File: src/rtl/alu_mdu.sv
// Execute-stage ALU with an iterative multiply/divide unit and a start/done handshake.
// Define ALU_MDU_SIGNED_EN to enable MULH/DIV/REM; otherwise those codes return 0 in one cycle.
module alu_mdu #(
    parameter int WIDTH = 32
) (
    input  logic             clk,
    input  logic             rst,
    input  logic             start,
    input  logic [3:0]       op,
    input  logic [WIDTH-1:0] src_a,
    input  logic [WIDTH-1:0] src_b,
    output logic             busy,
    output logic             done,
    output logic [WIDTH-1:0] result,
    output logic             zero
);
    localparam int CW = $clog2(WIDTH);

    typedef enum logic [1:0] {IDLE, CALC, DONE} state_t;

    state_t           state, state_next;
    logic [CW-1:0]    count;
    logic [3:0]       op_q;
    logic [WIDTH-1:0] hi, lo, divisor;
    logic [WIDTH-1:0] hi_next, lo_next, a_mag, b_mag, alu_res, final_res;
    logic [WIDTH:0]   step_sum;
    logic             accept, iter_op, mul_q;

    assign accept = start && (state != CALC);
    assign busy   = (state == CALC);
    assign zero   = (result == '0);

`ifdef ALU_MDU_SIGNED_EN
    logic sign_op, neg_next, neg_q;

    assign iter_op = op[3] && (op != 4'b1111);
    assign mul_q   = (op_q[3:1] == 3'b100) || (op_q == 4'b1100);

    // Signed ops iterate on magnitudes; neg_q remembers whether to negate at the end.
    always_comb begin
        sign_op = (op == 4'b1100) || (op == 4'b1101) || (op == 4'b1110);
        a_mag   = (sign_op && src_a[WIDTH-1]) ? -src_a : src_a;
        b_mag   = (sign_op && src_b[WIDTH-1]) ? -src_b : src_b;
        case (op)
            4'b1100: neg_next = src_a[WIDTH-1] ^ src_b[WIDTH-1];
            4'b1101: neg_next = (src_a[WIDTH-1] ^ src_b[WIDTH-1]) && (src_b != '0);
            4'b1110: neg_next = src_a[WIDTH-1];
            default: neg_next = 1'b0;
        endcase
    end

    always_ff @(posedge clk) begin
        if (rst)
            neg_q <= 1'b0;
        else if (accept)
            neg_q <= neg_next;
    end
`else
    assign iter_op = (op[3:2] == 2'b10);
    assign mul_q   = (op_q[3:1] == 3'b100);
    assign a_mag   = src_a;
    assign b_mag   = src_b;
`endif

    always_comb begin
        alu_res = '0;
        case (op)
            4'b0000: alu_res = src_a + src_b;
            4'b0001: alu_res = src_a - src_b;
            4'b0010: alu_res = src_b;
            4'b0011: alu_res = WIDTH'(src_a < src_b);
            4'b0100: alu_res = WIDTH'($signed(src_a) < $signed(src_b));
            4'b0101: alu_res = src_a & src_b;
            4'b0110: alu_res = src_a | src_b;
            4'b0111: alu_res = src_a ^ src_b;
            default: alu_res = '0;
        endcase
    end

    // One iteration: {hi,lo} is the product (multiplier in lo) or {remainder,quotient}.
    always_comb begin
        hi_next  = hi;
        lo_next  = lo;
        step_sum = '0;
        if (mul_q) begin
            step_sum = {1'b0, hi} + (lo[0] ? {1'b0, divisor} : '0);
            {hi_next, lo_next} = {step_sum, lo[WIDTH-1:1]};
        end else begin
            step_sum = {hi, lo[WIDTH-1]} - {1'b0, divisor};
            if (!step_sum[WIDTH]) begin
                hi_next = step_sum[WIDTH-1:0];
                lo_next = {lo[WIDTH-2:0], 1'b1};
            end else begin
                hi_next = {hi[WIDTH-2:0], lo[WIDTH-1]};
                lo_next = {lo[WIDTH-2:0], 1'b0};
            end
        end
    end

    always_comb begin
        final_res = '0;
        case (op_q)
            4'b1000, 4'b1010: final_res = lo_next;
            4'b1001, 4'b1011: final_res = hi_next;
`ifdef ALU_MDU_SIGNED_EN
            4'b1100: final_res = neg_q ? (~hi_next + WIDTH'(lo_next == '0)) : hi_next;
            4'b1101: final_res = neg_q ? -lo_next : lo_next;
            4'b1110: final_res = neg_q ? -hi_next : hi_next;
`endif
            default: final_res = '0;
        endcase
    end

    always_comb begin
        state_next = state;
        case (state)
            IDLE, DONE: begin
                state_next = IDLE;
                if (accept && iter_op)
                    state_next = CALC;
            end
            CALC: begin
                if (count == '0)
                    state_next = DONE;
            end
            default: state_next = IDLE;
        endcase
    end

    always_ff @(posedge clk) begin
        if (rst)
            state <= IDLE;
        else
            state <= state_next;
    end

    always_ff @(posedge clk) begin
        if (rst) begin
            done    <= 1'b0;
            result  <= '0;
            hi      <= '0;
            lo      <= '0;
            divisor <= '0;
            op_q    <= '0;
            count   <= '0;
        end else begin
            done <= 1'b0;
            if (accept) begin
                op_q    <= op;
                count   <= CW'(WIDTH - 1);
                hi      <= '0;
                lo      <= a_mag;
                divisor <= b_mag;
                if (!iter_op) begin
                    result <= alu_res;
                    done   <= 1'b1;
                end
            end else if (state == CALC) begin
                hi    <= hi_next;
                lo    <= lo_next;
                count <= count - 1'b1;
                if (count == '0) begin
                    result <= final_res;
                    done   <= 1'b1;
                end
            end
        end
    end
endmodule

File: config.mk
export PLATFORM = sky130hd
export DESIGN_NAME = alu_mdu
export DESIGN_NICKNAME = d
export VERILOG_FILES = /design/src/rtl/alu_mdu.sv
export SDC_FILE = /design/constraint.sdc
export NUM_CORES = 1
export LEC_CHECK = 0
export BUFFER_PORTS_ARGS = -buffer_cell sky130_fd_sc_hd__buf_2
export CORE_UTILIZATION = 49
export CTS_BUF_LIST = sky130_fd_sc_hd__clkbuf_16
export DETAILED_ROUTE_END_ITERATION = 6
export GPL_ROUTABILITY_DRIVEN = 0
export MAX_ROUTING_LAYER = met4
export PLACE_DENSITY = 0.72
export SYNTH_ARGS = -nofsm -noshare
export SYNTH_HDL_FRONTEND = slang
export SYNTH_SLANG_ARGS = --single-unit
File: constraint.sdc
create_clock -name clk -period 4.9 [get_ports clk]
set_input_delay 0.49 -clock clk [delete_from_list [all_inputs] [get_ports clk]]
set_output_delay 0.49 -clock clk [all_outputs]
set_load 0.03 [all_outputs]
[Yosys cells after proc, flatten, opt, wreduce, memory -nomap -nowiden]
Index checks and enable logic that the tools add are counted.
W data, S select, Z words.
Word-level totals
  word-level logic and storage cells: 71
  memories: 0
  bits in registers: 140
  memory bits (read-only): 0
  bits in writable memories: 0
  output and inout bits: 35
  bits in latches: 0
Operators by class
  mux-type cells: 22
  reductions and logical operators: 13
  add/subtract/negate cells: 5
  divide/modulo/power cells: 0
  shift-type cells: 0
  $mul: 0
  eq/ne operators: 18
  bitwise logic cells: 3
  magnitude comparators: 2
Operator list (count)
  $mux W32: 10
  $pmux W32 S8: 1
  $lt A32 B32 Y1: 2
  $pmux W32 S2: 1
  $add A32 B32 Y33: 1
  $sub A33 B32 Y33: 1
  $add A32 B32 Y32: 1
  $and A32 B32 Y32: 1
  $logic_not A32 Y1: 1
  $or A32 B32 Y32: 1
  $sub A32 B32 Y32: 1
  $xor A32 B32 Y32: 1
  $eq A4 B3 Y1 const B: 4
  $eq A4 B4 Y1 const B: 4
  $mux W5: 2
  $eq A4 B2 Y1 const B: 2
  $reduce_or A2 Y1: 4
  $mux W1: 6
  $logic_not A5 Y1: 1
  $sub A5 B1 Y5 const B: 1
  $eq A2 B2 Y1 const B: 2
  $eq A4 B1 Y1 const B: 1
  $logic_not A4 Y1: 1
  $ne A2 B1 Y1 const B: 2
  9 further kinds: 11

[Logic depth before layout (Yosys ltp)]
  word-level depth: 7
  depth in mapped cells: 16

[Worst setup path before layout]
No wires, ideal clock.
  path type: register to register
  from: register lo[0]
  to: register result[31]
  cell stages (with the launch flop): 15
  clock period less this slack: 3451 ps
  library setup time: 135 ps
  buffers on the path: 1
  slack: 1449 ps
  arrival: 3316 ps
  cell sequence: dfxtp_1 clkbuf_1 and2_1 ha_1 fa_1 a211oi_1 nor2_1 o21ai_0 a31o_2 o31ai_1 a311oi_1 o21ai_0 a211oi_1 a211o_1 o311ai_1
On the way
  cells in the longest elaborated chain, start to end: 7
  elaborated cells on any way between the ends: 8
  classes of those cells: add/sub: 1; mux: 7
Ends and longest elaborated chain
  from (decl): line 24  | logic [WIDTH-1:0] hi, lo, divisor;
  from (signal assigned): line 152  | lo <= a_mag;
  from (signal assigned): line 160  | lo <= lo_next;
  $mux W32 (*): line 86  | step_sum = {1'b0, hi} + (lo[0] ? {1'b0, divisor} : '0);
  $add A32 B32 Y33 (*): line 86
  $mux W32: line 85  | if (mul_q) begin
  $pmux W32 S2 (*): line 102  | case (op_q)
  $mux W32 (*): line 162  | if (count == '0) begin
  $mux W32 (*): line 158  | end else if (state == CALC) begin
  $mux W32 (*): line 148  | if (accept) begin
  to (signal assigned): line 155  | result <= alu_res;
  to (signal assigned): line 163  | result <= final_res;
  to (decl): line 14  | output logic [WIDTH-1:0] result,
Every way passes the cells marked *; elsewhere a longest branch is shown, timed or not. The select of a mux whose other input is x is not followed.
A chain may end at the register's enable or synchronous reset.

[Worst setup path after layout]
  from: register lo[31]
  to: register result[5]
On the way
  cells in the longest elaborated chain, start to end: 7
Ends and longest elaborated chain
  $sub A33 B32 Y33: line 89  | step_sum = {hi, lo[WIDTH-1]} - {1'b0, divisor};
  $mux W32: line 90  | if (!step_sum[WIDTH]) begin
  $mux W32: line 85
  $pmux W32 S2: line 102
  $mux W32: line 162
  $mux W32: line 158
  $mux W32: line 148
Every way passes these cells. The select of a mux whose other input is x is not followed.

==> metrics.txt <==
synthesis-to-finish area growth 9.005%; first-pass GRT wire length 86940 um; core area 31470 um^2; number of max-cap violations 0; grt met1 use 45.52%; crit path cell chain inv_1, ha_1, inv_1, fa_1, a211oi_1, o21ai_1, nand4b_1, a21oi_2, a31oi_4, xnor2_2, mux2_2, a21oi_1, nor2_1, o21a_1; peak supply drop 0.0001997 V; Synth Flop Type dfxtp_1; Switching Power 1566 uW; Worst-Skew Late Latency 0.44 ns; Final Setup Violations 0; wire per inst 21.20 um; sequential share of power 30.9%; clock power share 35.0%; clk root buf clkbuf_16; Hold Path Class primary input to flop; Clock transition at path regs 0.06 ns; area of the multi-input gates 11760 um^2; Seq/Total Area, Yosys 17.90%; Crit path max-delay family compound AO/OA/AOI/OAI gates; GR Util All Layers 34.43%; P_leak 0.007295 uW; number of synthesized register bits 140; Pwr Total 4181 uW; clock sink count 140; switching part of the total 37.45%; fill count 2994; busiest layer in global routing met2; power density over the cells 245.0 nW/um^2; max incr delay on CP 0.92 ns; Post-Syn Instances 2196; sequential cell area 2803 um^2; Worst setup EP type flop; I/O Buffers 105; Netlist cell types 78; post-CTS setup buffers 0; Rows 65; largest net degree at the start of global routing 87; M2 GR Usage 51.86%; CTS tree built; Clock Path Buffers 2; Final period util 86.73%; ANT nets after route 0; CTS Buf Count 17; crit-path max FO 17; die area 32680 um^2; Initial Util 49.75%; critical path required time 5.23 ns; Logic pwr share 34.1%; initial DRC count 1999; critical path's slowest cell xnor2_2; CP arrival 4.58 ns; GRT met3 Usage 5.402%; Slew HR 17.67%; Synth Net Count 2451; Post-synth EDFFs 0; Slew Limit Fails 0; worst path bufs/invs 2; Final Hold Vio Count 0; utilization after layout 54.23%; fraction of layout cells with a size suffix above 1 9.177%; hpwl dp 42050 um; Final Skew 0.008567 ns; average size of a mapped cell 7.131 um^2; maximum clock frequency 235.3 MHz; WL final 55700 um; Post-CTS Resized 0; crit path time final 4.250 ns; IO Pins 106; initial antenna violation count 1; ys async rst share 0%; Die H 180.8 um; status complete, no violations; mapped cell area 15660 um^2; YS warnings 0; RSZ-0062 raised after global routing false; vias in the first global route 15690; # DRC 0; NumNets Final 2466; Worst Setup Start Kind flop; vias post-DR 17160; drt pass-1 iters 6; Int Power 2616 uW; critical path class flop to flop; most frequent CP cell inv_1; DR vias/cell 6.532; gr ovfl total 0; measured slew at the worst slew-check pin 1.224 ns; Die W 180.8 um; CTS H-tree depth 4; post-cts hold buffer count 0; setup TNS 0 ns
-- worst min-delay path: stages --
cell and delay [ns]:
buf_2 0.13, nand2_1 0.06, a21oi_1 0.05
-- layout make-up --
type / instances / area share [%]
tap: 402 / 2.947
timing repair buffer: 139 / 4.662
inverter: 150 / 3.299
clock buffer: 17 / 2.492
antenna: 2 / 0.02932
clock inverter: 14 / 1.283
sequential: 140 / 16.42
multi-input combinational: 1763 / 68.87
-- registers in the layout, indices dropped and copies added, names as in the netlist --
signal	count
lo	32
hi	32
divisor	32
op_q	4
result	32
state	2
count	5
done	1
-- final timing paths --
kind,startpoint,slack [ns],end,cells past startpoint
worst max-delay path,lo[31]$_SDFFE_PP0P_,0.65,result[5]$_SDFFE_PP0P_,14
worst min-delay path,src_b[29],0.35,divisor[29]$_SDFFE_PP0P_,3
worst max register to register,lo[31]$_SDFFE_PP0P_,0.65,result[5]$_SDFFE_PP0P_,14
worst min register to register,op_q[2]$_SDFFE_PP0P_,0.45,op_q[2]$_SDFFE_PP0P_,2
-- kinds of logic after synthesis --
family	Yosys count	synth area share (%)
compound gates	759	31.79
xor+xnor	74	4.235
fa+ha+maj	184	14.89
buf+inv	293	7.239
flops	140	17.90
mux	49	3.188
simple gates	697	20.75
-- per-stage QoR --
stage / worst slack (ns) / cells / hold WS [ns] / instance area, um^2
finish: 0.6501 / 2627 / 0.3538 / 17070
global route: 0.4390 / 2626 / 0.3597 / 17070
CTS: 0.7386 / 2625 / 0.3421 / 17060
detailed placement: 0.7894 / 2594 / 0.4438 / 16420
global placement: 0.7841 / 2594 / 0.4380 / 16420
floorplan: 1.449 / 2196 / 0.4312 / 15660
-- cells in the mapped netlist (7+ instances only) --
cell type,n,area share [%]
a211oi_1,103,4.9
a22oi_1,7,0.34
o221ai_1,22,1.2
xnor2_1,49,2.7
a21oi_1,222,7.1
xor2_1,23,1.3
o21bai_1,21,1.0
and2_1,40,1.6
inv_1,148,3.5
a221oi_1,34,1.9
nand2b_1,22,0.88
mux2i_1,42,2.7
mux2_2,7,0.50
nand4_1,19,0.76
nor2b_1,38,1.5
nor2_1,190,4.6
o21ai_1,7,0.22
or3_1,17,0.68
clkbuf_1,114,2.7
ha_1,180,14
o211ai_1,37,1.8
or2_2,8,0.32
a21o_1,34,1.6
dfxtp_1,140,18
nor4_1,16,0.64
nor3_1,41,1.3
o2111ai_1,9,0.50
buf_2,12,0.38
a311oi_1,9,0.50
a31oi_1,32,1.3
nand3_1,45,1.4
buf_1,13,0.31
o21a_1,21,1.0
nand2_1,226,5.4
and3_1,14,0.56
o21ai_0,120,3.8
o31ai_1,14,0.67
-- placed cells by master, fill, tap and decap left out, types with 16 or more instances in the layout --
cell type and count:
or3_1 17, a221oi_1 34, a31oi_1 32, ha_1 180, xnor2_1 49, mux2i_1 42, a21o_1 34, o221ai_1 22
nand2b_1 21, a21oi_1 222, o211ai_1 37, inv_1 148, clkbuf_16 17, o21a_1 21, nor3_1 40, nor2b_1 38
a211oi_1 103, nand2_1 226, nand4_1 19, nor2_1 189, buf_2 104, nor4_1 16, o21ai_0 120, dfxtp_1 140
o21bai_1 21, nand3_1 45, xor2_1 23, and2_1 40, buf_4 34
-- power by group through the flow --
stage / clock network (uW) / logic [uW] / registers, uW
4_1_cts: 1460 / 1380 / 1290
2_1_floorplan: 0 / 945 / 1320
6_report: 1460 / 1430 / 1290
3_3_place_gp: 0 / 1350 / 1310
3_5_place_dp: 0 / 1370 / 1310
5_1_grt: 1520 / 1540 / 1300
-- layer usage --
layer	share of wire, %	vias to the layer above
met5	0	-
li1	-	7987
met1	42	7976
met3	11	170
met4	3.9	0
met2	44	1026
Note: power is estimated with default switching activity, not from simulation.
